### config.mk
export PLATFORM = sky130hd
export DESIGN_NAME = pipe_stage_elastic
export DESIGN_NICKNAME = d
export VERILOG_FILES = /design/src/rtl/pipe_stage_elastic_pkg.sv /design/src/rtl/pipe_stage_elastic_entry.sv /design/src/rtl/pipe_stage_elastic.sv
export SDC_FILE = /design/constraint.sdc
export NUM_CORES = 1
export LEC_CHECK = 0
export BUFFER_PORTS_ARGS = -buffer_cell sky130_fd_sc_hd__buf_2
export CORE_ASPECT_RATIO = 0.8
export CORE_UTILIZATION = 55
export CTS_CLUSTER_SIZE = 40
export DETAILED_ROUTE_END_ITERATION = 10
export PLACE_DENSITY = 0.81
export SLEW_MARGIN = 0
export SYNTH_ARGS = -nofsm -noshare
export SYNTH_HDL_FRONTEND = slang
export SYNTH_SLANG_ARGS = --single-unit
### constraint.sdc
create_clock -name clk -period 4.4 [get_ports clk]
set_input_delay 0.66 -clock clk [delete_from_list [all_inputs] [get_ports clk]]
set_output_delay 0.66 -clock clk [all_outputs]
set_load 0.005 [all_outputs]
### src/rtl/pipe_stage_elastic_pkg.sv
// Shared definitions for the elastic inter-stage register.
//  - FSM state encoding (also the occupancy count: EMPTY=0, BUSY=1, FULL=2)
//  - EX->MEM payload widths used as the default stage widths
//  - EX->MEM control field layout
package pipe_stage_elastic_pkg;

  localparam int EXMEM_DATA_W = 101;
  localparam int EXMEM_CTRL_W = 8;

  typedef enum logic [1:0] {
    ST_EMPTY = 2'd0,
    ST_BUSY  = 2'd1,
    ST_FULL  = 2'd2
  } pipe_state_e;

  // EX->MEM control payload, MSB first:
  // RegWrite[7], MemWrite[6], MemRead[5], WDSel[4:3], DMType[2:0]
  typedef struct packed {
    logic       reg_write;
    logic       mem_write;
    logic       mem_read;
    logic [1:0] wd_sel;
    logic [2:0] dm_type;
  } exmem_ctrl_t;

endpackage

### src/rtl/pipe_stage_elastic_entry.sv
// One held entry of the elastic stage: payload register with load enable
// plus a valid bit.
// Ports:
//  clk      rising-edge clock
//  reset    asynchronous active-low clear of valid and payload
//  i_load   capture i_d and set valid
//  i_clr    clear valid (wins over i_load)
//  i_d      payload in
//  o_valid  entry holds data
//  o_d      held payload
module pipe_stage_elastic_entry
  import pipe_stage_elastic_pkg::*;
#(
  parameter int W = EXMEM_DATA_W + EXMEM_CTRL_W
) (
  input  logic         clk,
  input  logic         reset,
  input  logic         i_load,
  input  logic         i_clr,
  input  logic [W-1:0] i_d,
  output logic         o_valid,
  output logic [W-1:0] o_d
);

  logic         r_valid;
  logic [W-1:0] r_d;

  always_ff @(posedge clk or negedge reset) begin
    if (!reset) begin
      r_valid <= 1'b0;
      r_d     <= '0;
    end else begin
      if (i_clr)       r_valid <= 1'b0;
      else if (i_load) r_valid <= 1'b1;
      // payload only moves on load; a cleared entry keeps stale data
      if (i_load)      r_d <= i_d;
    end
  end

  assign o_valid = r_valid;
  assign o_d     = r_d;

endmodule

### src/rtl/pipe_stage_elastic.sv
// Elastic pipeline stage (valid/ready both sides) with optional 2-entry skid,
// synchronous flush, bubble zeroing of control, saturating stall counter.
// Ports:
//  clk, reset          clock, asynchronous active-low reset
//  i_valid/o_ready     upstream handshake, i_data/i_ctrl payload
//  i_flush             kill held entries and any same-cycle input
//  o_valid/i_ready     downstream handshake, o_data/o_ctrl head payload
//  o_occupancy         entries held (0..2)
//  o_stall_cnt         cycles with o_valid && !i_ready, saturating
module pipe_stage_elastic
  import pipe_stage_elastic_pkg::*;
#(
  parameter int DATA_W  = EXMEM_DATA_W,
  parameter int CTRL_W  = EXMEM_CTRL_W,
  parameter bit SKID_EN = 1'b1,
  parameter int CNT_W   = 16
) (
  input  logic              clk,
  input  logic              reset,
  input  logic              i_valid,
  output logic              o_ready,
  input  logic [DATA_W-1:0] i_data,
  input  logic [CTRL_W-1:0] i_ctrl,
  input  logic              i_flush,
  output logic              o_valid,
  input  logic              i_ready,
  output logic [DATA_W-1:0] o_data,
  output logic [CTRL_W-1:0] o_ctrl,
  output logic [1:0]        o_occupancy,
  output logic [CNT_W-1:0]  o_stall_cnt
);

  localparam int EW = DATA_W + CTRL_W;

  pipe_state_e      r_state;
  logic [CNT_W-1:0] r_stall_cnt;

  logic          w_in_fire, w_out_fire;
  logic          w_main_load, w_main_clr, w_skid_load, w_skid_clr;
  logic          w_main_vld, w_skid_vld;
  logic [EW-1:0] w_main_d, w_main_q, w_skid_q;

  // With the skid, ready is a decode of the state register only, so there is
  // no combinational path from i_ready. Without it, ready passes through.
  assign o_ready    = SKID_EN ? (r_state != ST_FULL) : (!w_main_vld || i_ready);
  assign w_in_fire  = i_valid && o_ready;
  assign w_out_fire = w_main_vld && i_ready;

  always_comb begin
    w_main_load = 1'b0;
    w_main_clr  = i_flush;
    w_skid_load = 1'b0;
    w_skid_clr  = i_flush;
    if (!i_flush) begin
      case (r_state)
        ST_EMPTY: w_main_load = w_in_fire;
        ST_BUSY: begin
          w_main_load = w_in_fire && w_out_fire;
          w_main_clr  = w_out_fire && !w_in_fire;
          w_skid_load = w_in_fire && !w_out_fire;
        end
        ST_FULL: begin
          // head drains, skid entry moves up
          w_main_load = w_out_fire;
          w_skid_clr  = w_out_fire;
        end
        default: ;
      endcase
    end
  end

  assign w_main_d = (r_state == ST_FULL) ? w_skid_q : {i_ctrl, i_data};

  always_ff @(posedge clk or negedge reset) begin
    if (!reset) begin
      r_state <= ST_EMPTY;
    end else if (i_flush) begin
      r_state <= ST_EMPTY;
    end else begin
      case (r_state)
        ST_EMPTY: if (w_in_fire) r_state <= ST_BUSY;
        ST_BUSY: begin
          if (w_in_fire && !w_out_fire)      r_state <= SKID_EN ? ST_FULL : ST_BUSY;
          else if (!w_in_fire && w_out_fire) r_state <= ST_EMPTY;
        end
        ST_FULL:  if (w_out_fire) r_state <= ST_BUSY;
        default:  r_state <= ST_EMPTY;
      endcase
    end
  end

  pipe_stage_elastic_entry #(.W(EW)) u_main (
    .clk     (clk),
    .reset   (reset),
    .i_load  (w_main_load),
    .i_clr   (w_main_clr),
    .i_d     (w_main_d),
    .o_valid (w_main_vld),
    .o_d     (w_main_q)
  );

  generate
    if (SKID_EN) begin : g_skid
      pipe_stage_elastic_entry #(.W(EW)) u_skid (
        .clk     (clk),
        .reset   (reset),
        .i_load  (w_skid_load),
        .i_clr   (w_skid_clr),
        .i_d     ({i_ctrl, i_data}),
        .o_valid (w_skid_vld),
        .o_d     (w_skid_q)
      );
    end else begin : g_no_skid
      assign w_skid_vld = 1'b0;
      assign w_skid_q   = '0;
    end
  endgenerate

  always_ff @(posedge clk or negedge reset) begin
    if (!reset)
      r_stall_cnt <= '0;
    else if (w_main_vld && !i_ready && (r_stall_cnt != {CNT_W{1'b1}}))
      r_stall_cnt <= r_stall_cnt + 1'b1;
  end

  assign o_valid     = w_main_vld;
  assign o_data      = w_main_q[DATA_W-1:0];
  assign o_ctrl      = w_main_vld ? w_main_q[EW-1:DATA_W] : '0;
  assign o_occupancy = {1'b0, w_main_vld} + {1'b0, w_skid_vld};
  assign o_stall_cnt = r_stall_cnt;

endmodule

==> metrics.log <==
INFO  metric run_status = complete, but fails checks
INFO  metric failed_checks = design-rule violations
INFO  metric power.ir.vdd_worst = 0.3132 mV
INFO  metric critical_path.max_stage_delay = 0.85 ns
INFO  metric clock_net_sink_count = 238
INFO  metric global_route.usage.total = 0.2027
INFO  metric slew_violations = 0
INFO  metric post-route-util = 0.6278
INFO  metric timing.setup.critical_path_class = reg -> reg
INFO  metric unrepaired_setup_endpoints_after_global_routing = false
INFO  metric cts_buffer_depth = 3
INFO  metric clock_tree.root_cell = clkbuf_16
INFO  metric worstPathArrival = 3.19 ns
INFO  metric detailed_place.area = 0.01166 sq mm
INFO  metric timing.critical_path.to_type = register
INFO  metric grt_remaining_overflow = 0
INFO  metric syn_inst = 920
INFO  metric htree_num_levels = 1
INFO  metric whs = between 0.2 and 0.25 ns
INFO  metric floorplan.io_pins = approximately 240
INFO  metric cts-resized-gates = 0
INFO  metric synth_seq_cells = between 200 and 250
INFO  metric timing.critical_path.from_type = register
INFO  metric period_utilization_post_route = 0.6437
INFO  metric register_area = 0.005956 sq mm
INFO  metric critical-path-top-cell-by-count = buf_4
INFO  metric hold_violation_count_in_the_final_report = 0
INFO  metric worstHoldPathType = in -> async
INFO  metric core_area = just under 0.02 sq mm
INFO  metric gpl.final_weighted_congestion = 0.7869
INFO  metric syn-num-nets = between 1000 and 1500
INFO  metric timing.slew.headroom = 0.2949
INFO  metric dpl.hpwl = 13890 microns
INFO  metric drtPass1Iterations = 7
INFO  metric postCtsHoldBufs = 0
INFO  metric die_h = around 130 microns
INFO  metric area_of_the_multi_input_gates = between 0.004 and 0.005 sq mm
INFO  metric timing.clock.skew = 0.008399 ns
INFO  metric wl = roughly 21000 microns
INFO  metric yosysSeqAreaShare = 0.5349
INFO  metric fraction_of_final_layout_cells_sized_beyond_drive_strength_1 = 0.4015
INFO  metric static-leakage-power = 6.320 nW
INFO  metric power.density_cell_area = 505.9 mW/mm^2
INFO  metric drcViolationCount = 2
INFO  metric synthDistinctLibCells = 42
INFO  metric portBuffers = 242
INFO  metric number_of_global_route_vias_before_repair = 6851
INFO  metric antenna_left = 0
INFO  metric floorplan.die_area = 0.02082 sq mm
INFO  metric finalCriticalPeriod = 2.832 ns
INFO  metric timing.critical_path.from = r_state[0]
INFO  metric nets = around 1200
INFO  metric layout_common_cells = buf_2, dfrtp_1, mux2_2, nor2_1, mux2i_1
INFO  metric synth.avg_cell_area = 12.10 sq um
INFO  metric post_cts.repair.setup_buffers = 0
INFO  metric drt-vias-per-instance = between 5 and 6
INFO  metric fillCellCount = between 1500 and 2000
INFO  metric worst_setup_hold_path_clk_slew = roughly 0.06 ns
INFO  metric crit_fanout = 58
INFO  metric finalInstanceArea = 0.01243 sq mm
INFO  metric timing.max_cap.violations = 0
INFO  metric sum_of_negative_setup_slack = 0 ns
INFO  metric grt_start_max_net_pins = 125
INFO  metric max_freq = 353.0 MHz
INFO  metric crit_path_cell_trace = nand2b_4 > buf_4 > buf_4 > mux2i_1 > a21oi_1
INFO  metric core.rowCount = 46
INFO  metric initialDrtViolationCount = 384
INFO  metric crit-reg2reg-launch = r_state[0]
INFO  metric layout_overhead_on_the_synthesized_area = 11.64%
INFO  metric p_total = 6.288 mW
INFO  metric number_of_antenna_violations_at_the_first_check_in_global_routing = 1
INFO  metric tightest_slew = 1.058 ns
INFO  metric finalSetupViolations = 0
INFO  metric worstSkewPairLatency = ~0.50 ns
INFO  metric post_drt_wl_per_cell = 16.10 microns
INFO  metric die_width = 161.1 microns
INFO  metric global_route_wire_length_before_repair = 34270 microns
INFO  metric starting_density_of_the_core = 0.5624
INFO  metric tritoncts = done
INFO  metric syn_area = 0.01113 sq mm
INFO  metric vias = 6954
INFO  metric critical-path-slowest-cell = buf_4
INFO  metric worstPathRequired = 4.76 ns
INFO  metric cts_made_buffers = 24
INFO  metric ys.warnings.count = 0
INFO  metric final_common_cell = buf_2
synth_stat cells:
cell	number	share of area
nand2b_1	3	0.0017
nand4_1	4	0.0022
mux2_2	110	0.11
and2_1	10	0.0056
nand2_1	6	0.0020
nand4b_1	1	0.00079
nand3_1	7	0.0031
nor2_1	110	0.037
xor2_1	12	0.0094
o21ai_0	1	0.00045
nor3_1	6	0.0027
dfrtp_1	238	0.53
buf_4	114	0.077
or3_4	1	0.0010
a21oi_2	20	0.016
buf_2	23	0.010
nand4_2	1	0.0011
nor4b_1	1	0.00079
a31oi_2	1	0.0011
a21oi_1	93	0.042
nand3b_1	1	0.00067
xnor2_1	2	0.0016
clkbuf_1	2	0.00067
o21a_1	1	0.00067
o32ai_1	1	0.00079
nor2b_1	2	0.0011
nand3_2	1	0.00090
mux2_1	1	0.0010
nor3b_1	2	0.0013
buf_8	3	0.0040
or4_4	1	0.0010
or3b_1	1	0.00079
mux2i_1	109	0.098
buf_6	11	0.011
ha_1	5	0.0056
nor4_1	3	0.0017
nor4_4	1	0.0019
nor2_2	1	0.00056
inv_1	5	0.0017
nor4_2	3	0.0034
or2_2	1	0.00056
and3b_1	1	0.00079
cell families (layout without fill, tap and decap cells):
group           Yosys count  count (layout)  share of synthesized area
other cells               0               1                          0
compound gates          117             117                    0.06057
buf+inv                 158             299                     0.1047
simple gates            168             168                    0.07293
fa+ha+maj                 5               5                   0.005619
mux                     220             220                     0.2102
xor+xnor                 14              14                    0.01101
flops                   238             238                     0.5349
path summary, 6_finish.rpt:
| kind | end | slack (ns) | cells after the start |
|---|---|---|---|
| worst min-delay path | u_main.o_d[34] | 0.22 | 1 |
| worst min register to register | g_skid.u_skid.o_d[16] | 0.50 | 1 |
| min in group clk | g_skid.u_skid.o_d[85] | 0.40 | 2 |
| worst max-delay path | u_main.o_d[64] | 1.57 | 5 |
| worst max register to register | u_main.o_d[64] | 1.57 | 5 |
| max in group asynchronous | u_main.o_d[13] | 3.15 | 2 |
metal layers:
metal  up-vias  global-route usage  part of all wire
li1       3328                   -                 -
met1      3396              0.2788              0.45
met2       203              0.3294              0.46
met3        27             0.04802             0.071
met4         0             0.04440             0.015
met5         -                   0                 0
sequential cells by signal, indices dropped and copies added, names as in the netlist:
signal	count
u_main.o_d	109
r_state	2
o_stall_cnt	16
g_skid.u_skid.o_d	109
g_skid.u_skid.o_valid	1
u_main.o_valid	1
worst max-delay path: cells and delay by family, from the launching register on:
family | cells | cell delay, ns
buffers and inverters | 2 | 1.60
flip-flops | 1 | 0.43
multiplexers | 1 | 0.28
AND/OR/NAND/NOR | 1 | 0.16
AO/OA/AOI/OAI | 1 | 0.09
cell type report:
class                      instances  share of cell area
clock inverter                     6            0.006744
clock buffer                      37             0.05476
inverter                           5            0.001510
multi-input combinational        524              0.3244
antenna                            1           0.0002013
timing repair buffer             251              0.1067
sequential                       238              0.4791
tap                              264             0.02657
per-stage QoR:
| step | instances | worst slack, ns |
|---|---|---|
| after global routing | 1325 | 1.391 |
| after floorplan | 920 | 2.045 |
| after global placement | 1282 | 1.641 |
| after detailed placement | 1282 | 1.596 |
| after CTS | 1325 | 1.561 |
| final | 1326 | 1.568 |
power breakdown:
part	internal, mW	switching, mW	total (mW)
clock	1.18	0.811	1.99
combinational	0.659	0.523	1.18
sequential	2.79	0.329	3.11
(Power assumes the default switching activity.)
